`src/rtl/register_file.sv`:
```
// 32 x N register file: x00 hardwired to zero, two combinational read ports,
// optional write-to-read forwarding, asynchronous active-low clear.

// 32:1 N-bit select tree, one instance per read port.
module register_file_sel32 #(
    parameter int unsigned N = 32
) (
    input  logic [N-1:0] data_i [32],
    input  logic [4:0]   sel_i,
    output logic [N-1:0] data_o
);

    logic [N-1:0] lvl1 [16];
    logic [N-1:0] lvl2 [8];
    logic [N-1:0] lvl3 [4];
    logic [N-1:0] lvl4 [2];

    // Binary tree of 2:1 muxes, LSB of the select resolves first.
    always_comb begin
        for (int unsigned i = 0; i < 16; i++) begin
            lvl1[i] = sel_i[0] ? data_i[2*i+1] : data_i[2*i];
        end
        for (int unsigned i = 0; i < 8; i++) begin
            lvl2[i] = sel_i[1] ? lvl1[2*i+1] : lvl1[2*i];
        end
        for (int unsigned i = 0; i < 4; i++) begin
            lvl3[i] = sel_i[2] ? lvl2[2*i+1] : lvl2[2*i];
        end
        for (int unsigned i = 0; i < 2; i++) begin
            lvl4[i] = sel_i[3] ? lvl3[2*i+1] : lvl3[2*i];
        end
        data_o = sel_i[4] ? lvl4[1] : lvl4[0];
    end

endmodule

module register_file #(
    parameter int unsigned N      = 32,
    parameter bit          BYPASS = 1'b1
) (
    input  logic         clk,
    input  logic         rst,
    input  logic         wr_ena,
    input  logic [4:0]   wr_addr,
    input  logic [N-1:0] wr_data,
    input  logic [4:0]   rd_addr0,
    output logic [N-1:0] rd_data0,
    input  logic [4:0]   rd_addr1,
    output logic [N-1:0] rd_data1
);

    localparam int unsigned NREG = 32;
    localparam int unsigned AW   = 5;

    logic [NREG-1:1] wr_dec;
    logic [N-1:0]    regs_q [NREG-1:1];
    logic [N-1:0]    regs_d [NREG-1:1];
    logic [N-1:0]    rd_vec [NREG];
    logic [N-1:0]    sel0;
    logic [N-1:0]    sel1;
    logic            byp0;
    logic            byp1;

    // One-hot write decoder; index 0 has no decoder bit, so writes to it vanish.
    always_comb begin
        for (int unsigned i = 1; i < NREG; i++) begin
            wr_dec[i] = (wr_addr == AW'(i));
        end
    end

    // Per-register load gated by its decoder bit and the write enable.
    always_comb begin
        for (int unsigned i = 1; i < NREG; i++) begin
            regs_d[i] = (wr_ena && wr_dec[i]) ? wr_data : regs_q[i];
        end
    end

    // Register storage, cleared immediately when rst falls.
    always_ff @(posedge clk or negedge rst) begin
        if (!rst) begin
            for (int unsigned i = 1; i < NREG; i++) begin
                regs_q[i] <= '0;
            end
        end else begin
            for (int unsigned i = 1; i < NREG; i++) begin
                regs_q[i] <= regs_d[i];
            end
        end
    end

    // Read vector with x00 tied to zero.
    always_comb begin
        rd_vec[0] = '0;
        for (int unsigned i = 1; i < NREG; i++) begin
            rd_vec[i] = regs_q[i];
        end
    end

    register_file_sel32 #(.N(N)) u_sel0 (
        .data_i (rd_vec),
        .sel_i  (rd_addr0),
        .data_o (sel0)
    );

    register_file_sel32 #(.N(N)) u_sel1 (
        .data_i (rd_vec),
        .sel_i  (rd_addr1),
        .data_o (sel1)
    );

    // Forward an in-flight write to a matching read; never for x00 or in reset.
    always_comb begin
        byp0     = BYPASS && rst && wr_ena && (wr_addr != '0) && (wr_addr == rd_addr0);
        byp1     = BYPASS && rst && wr_ena && (wr_addr != '0) && (wr_addr == rd_addr1);
        rd_data0 = byp0 ? wr_data : sel0;
        rd_data1 = byp1 ? wr_data : sel1;
    end

endmodule

```
`config.mk`:
```
export PLATFORM = sky130hd
export DESIGN_NAME = register_file
export DESIGN_NICKNAME = d
export VERILOG_FILES = /design/src/rtl/register_file.sv
export SDC_FILE = /design/constraint.sdc
export NUM_CORES = 2
export LEC_CHECK = 0
export ABC_AREA = 1
export BUFFER_PORTS_ARGS = -buffer_cell sky130_fd_sc_hd__buf_2
export CORE_MARGIN = 8
export CORE_UTILIZATION = 40
export CTS_BUF_LIST = sky130_fd_sc_hd__clkbuf_2
export DETAILED_ROUTE_END_ITERATION = 16
export PLACE_DENSITY = 0.55
export SYNTH_ARGS = -nofsm -noshare
export SYNTH_HDL_FRONTEND = slang
export SYNTH_HIERARCHICAL = 1
export SYNTH_SLANG_ARGS = --single-unit
export TNS_END_PERCENT = 100
```
`constraint.sdc`:
```
create_clock -name clk -period 3.15 [get_ports clk]
set_input_delay 0.4725 -clock clk [delete_from_list [all_inputs] [get_ports clk]]
set_output_delay 0.4725 -clock clk [all_outputs]
set_load 0.03 [all_outputs]
```
==> results.yml <==
outcome:
  status: "finished with violations"
  violations: "setup timing"
synthesis:
  synth_top_area_frac: 0.4289
  synth_cell_types: 24
  yosys_warnings: 6
  synthTopCellsByCount: "nand2_1 (4035), nand3_1 (1604), dfrtp_1 (992)"
  synth_flop_cell: "dfrtp_1"
  yosysSeqAreaShare: 0.4289
  synthCells: 8491
  async_flop_share: 1.000
  syn_area_per_cell_um2: 6.817
  synth_edf_count: 0
  ys_seq_elements: 992
  synth_area_leaders: "dfrtp_1 (43%), nand2_1 (26%), nand3_1 (14%)"
  syn_area_um2: 57880
  yosysMostFrequentCell: "nand2_1"
  synth.largest_area_cell: "dfrtp_1"
final_layout:
  syn2layout_area_growth_pct: 12.79
  fillers: 14984
  nets: 8652
  layout-drive-gt1-share: 0.1315
  largest_register_ffs: 992
sta:
  clock.fmax_ghz: 0.2721
  rsz0062_at_grt: "true"
  relSlewSlack: 0.1692
  finalSetupViolations: 64
  hold_violations: 0
  setup_slack_ps: -525.1
  hold_slack_ps: 216.0
  fin_skew_ps: 0
  tightest_slew_ps: 1246
  period_needed_ps: 3675
  final_max_slew_viol_count: 0
  finalCritPeriodShare: 1.167
floorplan:
  fp.dieArea_um2: 157100
  fp.dieW_um: 396.4
  die_h_um: 396.4
  io_pins: 114
  core_area_um2: 143700
  start_util: 0.4029
  placementRows: 139
critical_path:
  cp-end-kind: "primary output"
  crit_type: "flop to primary output"
  cp_cell_sequence: "nand2_1, nand3_1, nand3_1, nand2_1, nand2_1, nand2_1, nand2_1, nand2_2, nand2_1, nand2_1, buf_6"
  critPathMaxStageDelay_ps: 400
  worstSetupStartpoint: "rd_vec[385]$_DFFE_PN0P_"
  worstSetupStartpointType: "flop"
  crit_fanout: 3
  crit_arrival_ps: 3200
  crit_top_cell: "nand2_1"
  critPathRequiredTime_ps: 2680
  crit_slowest_cell: "dfrtp_1"
  timing.rr.start: "rd_vec[884]$_DFFE_PN0P_"
placement:
  dpl.hpwl_um: 131800
  gp_congestion: 0.8438
  port_buffers: 113
job:
  maxCapViolCount: 0
power:
  p_per_area_nw_per_um2: 541.7
  p_leak_uw: 0.03199
  irDropWorstVdd_uv: 377.7
  total_power_uw: 35370
grt:
  overflow: 0
  antenna_found_initial: 7
  grt_pass1_wl_um: 363200
  grt_max_degree: 162
  grt_pass1_vias: 57211
  grtUsageTotal: 0.2964
route:
  dr.pass1.iters: 8
  ant_nets: 0
  vias: 60624
  drt_iter0_markers: 7320
  post_drt_wl_per_cell_um: 22.60
  vias_per_cell: 5.667
  drc_errors: 0
  drt_wl_total_um: 241800
worst_hold_path:
  min_path_type: "input port to flop"
  hp-start: "wr_addr[2]"
clocking:
  ctsRootBufferMaster: "clkbuf_2"
  cts_buffers: 303
  cts_tree: "yes"
  clk_pin_slew_ps: 130
  clock-sinks: 992
  cts_max_path_buffers: 4
  clk_latency_ps: 1730
  htreeDepth: 5
==> through the flow <==
step | TNS, ps | instance area, um2 | setup WS (ps) | instances | util
2_1_floorplan | 0 | 58120 | 1017 | 8554 | -
3_3_place_gp | 0 | 60080 | 172.6 | 10041 | 0.4182
3_5_place_dp | 0 | 60080 | 231.7 | 10041 | 0.4182
4_1_cts | -36980 | 64250 | -678.1 | 10632 | 0.4473
5_1_grt | -38880 | 65270 | -711.4 | 10692 | 0.4544
6_report | -25110 | 65290 | -525.1 | 10698 | 0.4545
==> path summary, 6_finish.rpt <==
path	end	slack, ps	depth (start not counted)
max in group asynchronous	rd_vec[410]$_DFFE_PN0P_	770	8
max reg2reg	rd_vec[884]$_DFFE_PN0P_	1880	3
max	rd_data0[1]	-530	11
min	rd_vec[737]$_DFFE_PN0P_	220	7
min in group asynchronous	rd_vec[235]$_DFFE_PN0P_	530	6
min reg2reg	rd_vec[526]$_DFFE_PN0P_	510	2
==> report_power, final <==
group          total [uW]  internal [uW]  switching, uW
sequential          17000          15100           1920
combinational        8700           3380           5320
clock                9650           3640           6010
total               35400          22100          13200
==> area by class of cell <==
class                      count  area (um2)  area share
clock buffer                 425        2127     0.03258
multi-input combinational   6753       29860      0.4574
clock inverter                64       271.5    0.004159
antenna                        9       22.52   0.0003450
sequential                   992       24820      0.3802
timing repair buffer         483        5451     0.08350
inverter                      69       347.8    0.005328
tap                         1903        2381     0.03647
==> cell usage in the layout (no fill, tap or decap), drive strengths merged <==
master / netlist / final
inv: 69 / 69
dfrtp: 992 / 992
o21ai: 994 / 994
dlygate4sd3: 0 / 87
nand4: 2 / 2
xnor2: 2 / 2
bufinv: 0 / 1
nand3: 1608 / 1608
buf: 460 / 394
diode: 0 / 9
conb: 1 / 64
clkbuf: 280 / 427
nand2: 4061 / 4061
nor2: 22 / 22
clkinv: 0 / 63
==> cell families (layout without fill, tap and decap cells) <==
| family | count (synthesis) | in the layout | share of synthesized area |
|---|---|---|---|
| buffers and inverters | 809 | 1041 | 0.07888 |
| AO/OA/AOI/OAI | 994 | 994 | 0.08595 |
| XOR/XNOR | 2 | 2 | 0.0003027 |
| flip-flops | 992 | 992 | 0.4289 |
| other | 1 | 73 | 0.00006479 |
| AND/OR/NAND/NOR | 5693 | 5693 | 0.4059 |
==> layer usage <==
layer  wire [um]  GRT usage
met1      100300     0.4033
met2      105100     0.4534
met3       26360    0.07133
met4       10030     0.1215
met5          10          0
==> what timing repair did <==
action                                  in CTS  in global routing
hold buffers                                90                  0
hold endpoints to repair                  1984                  0
pin swaps                                  222                252
gates resized for setup                    252                158
endpoints found under the setup margin      64                 64
buffers inserted                            12                 57
==> worst max-delay path, delay by kind of cell, from the launching register on <==
| kind | cells | cell delay [ps] |
|---|---|---|
| flip-flops | 1 | 400 |
| buffers and inverters | 1 | 130 |
| AND/OR/NAND/NOR | 10 | 890 |
Note: power is estimated with default switching activity, not from simulation.
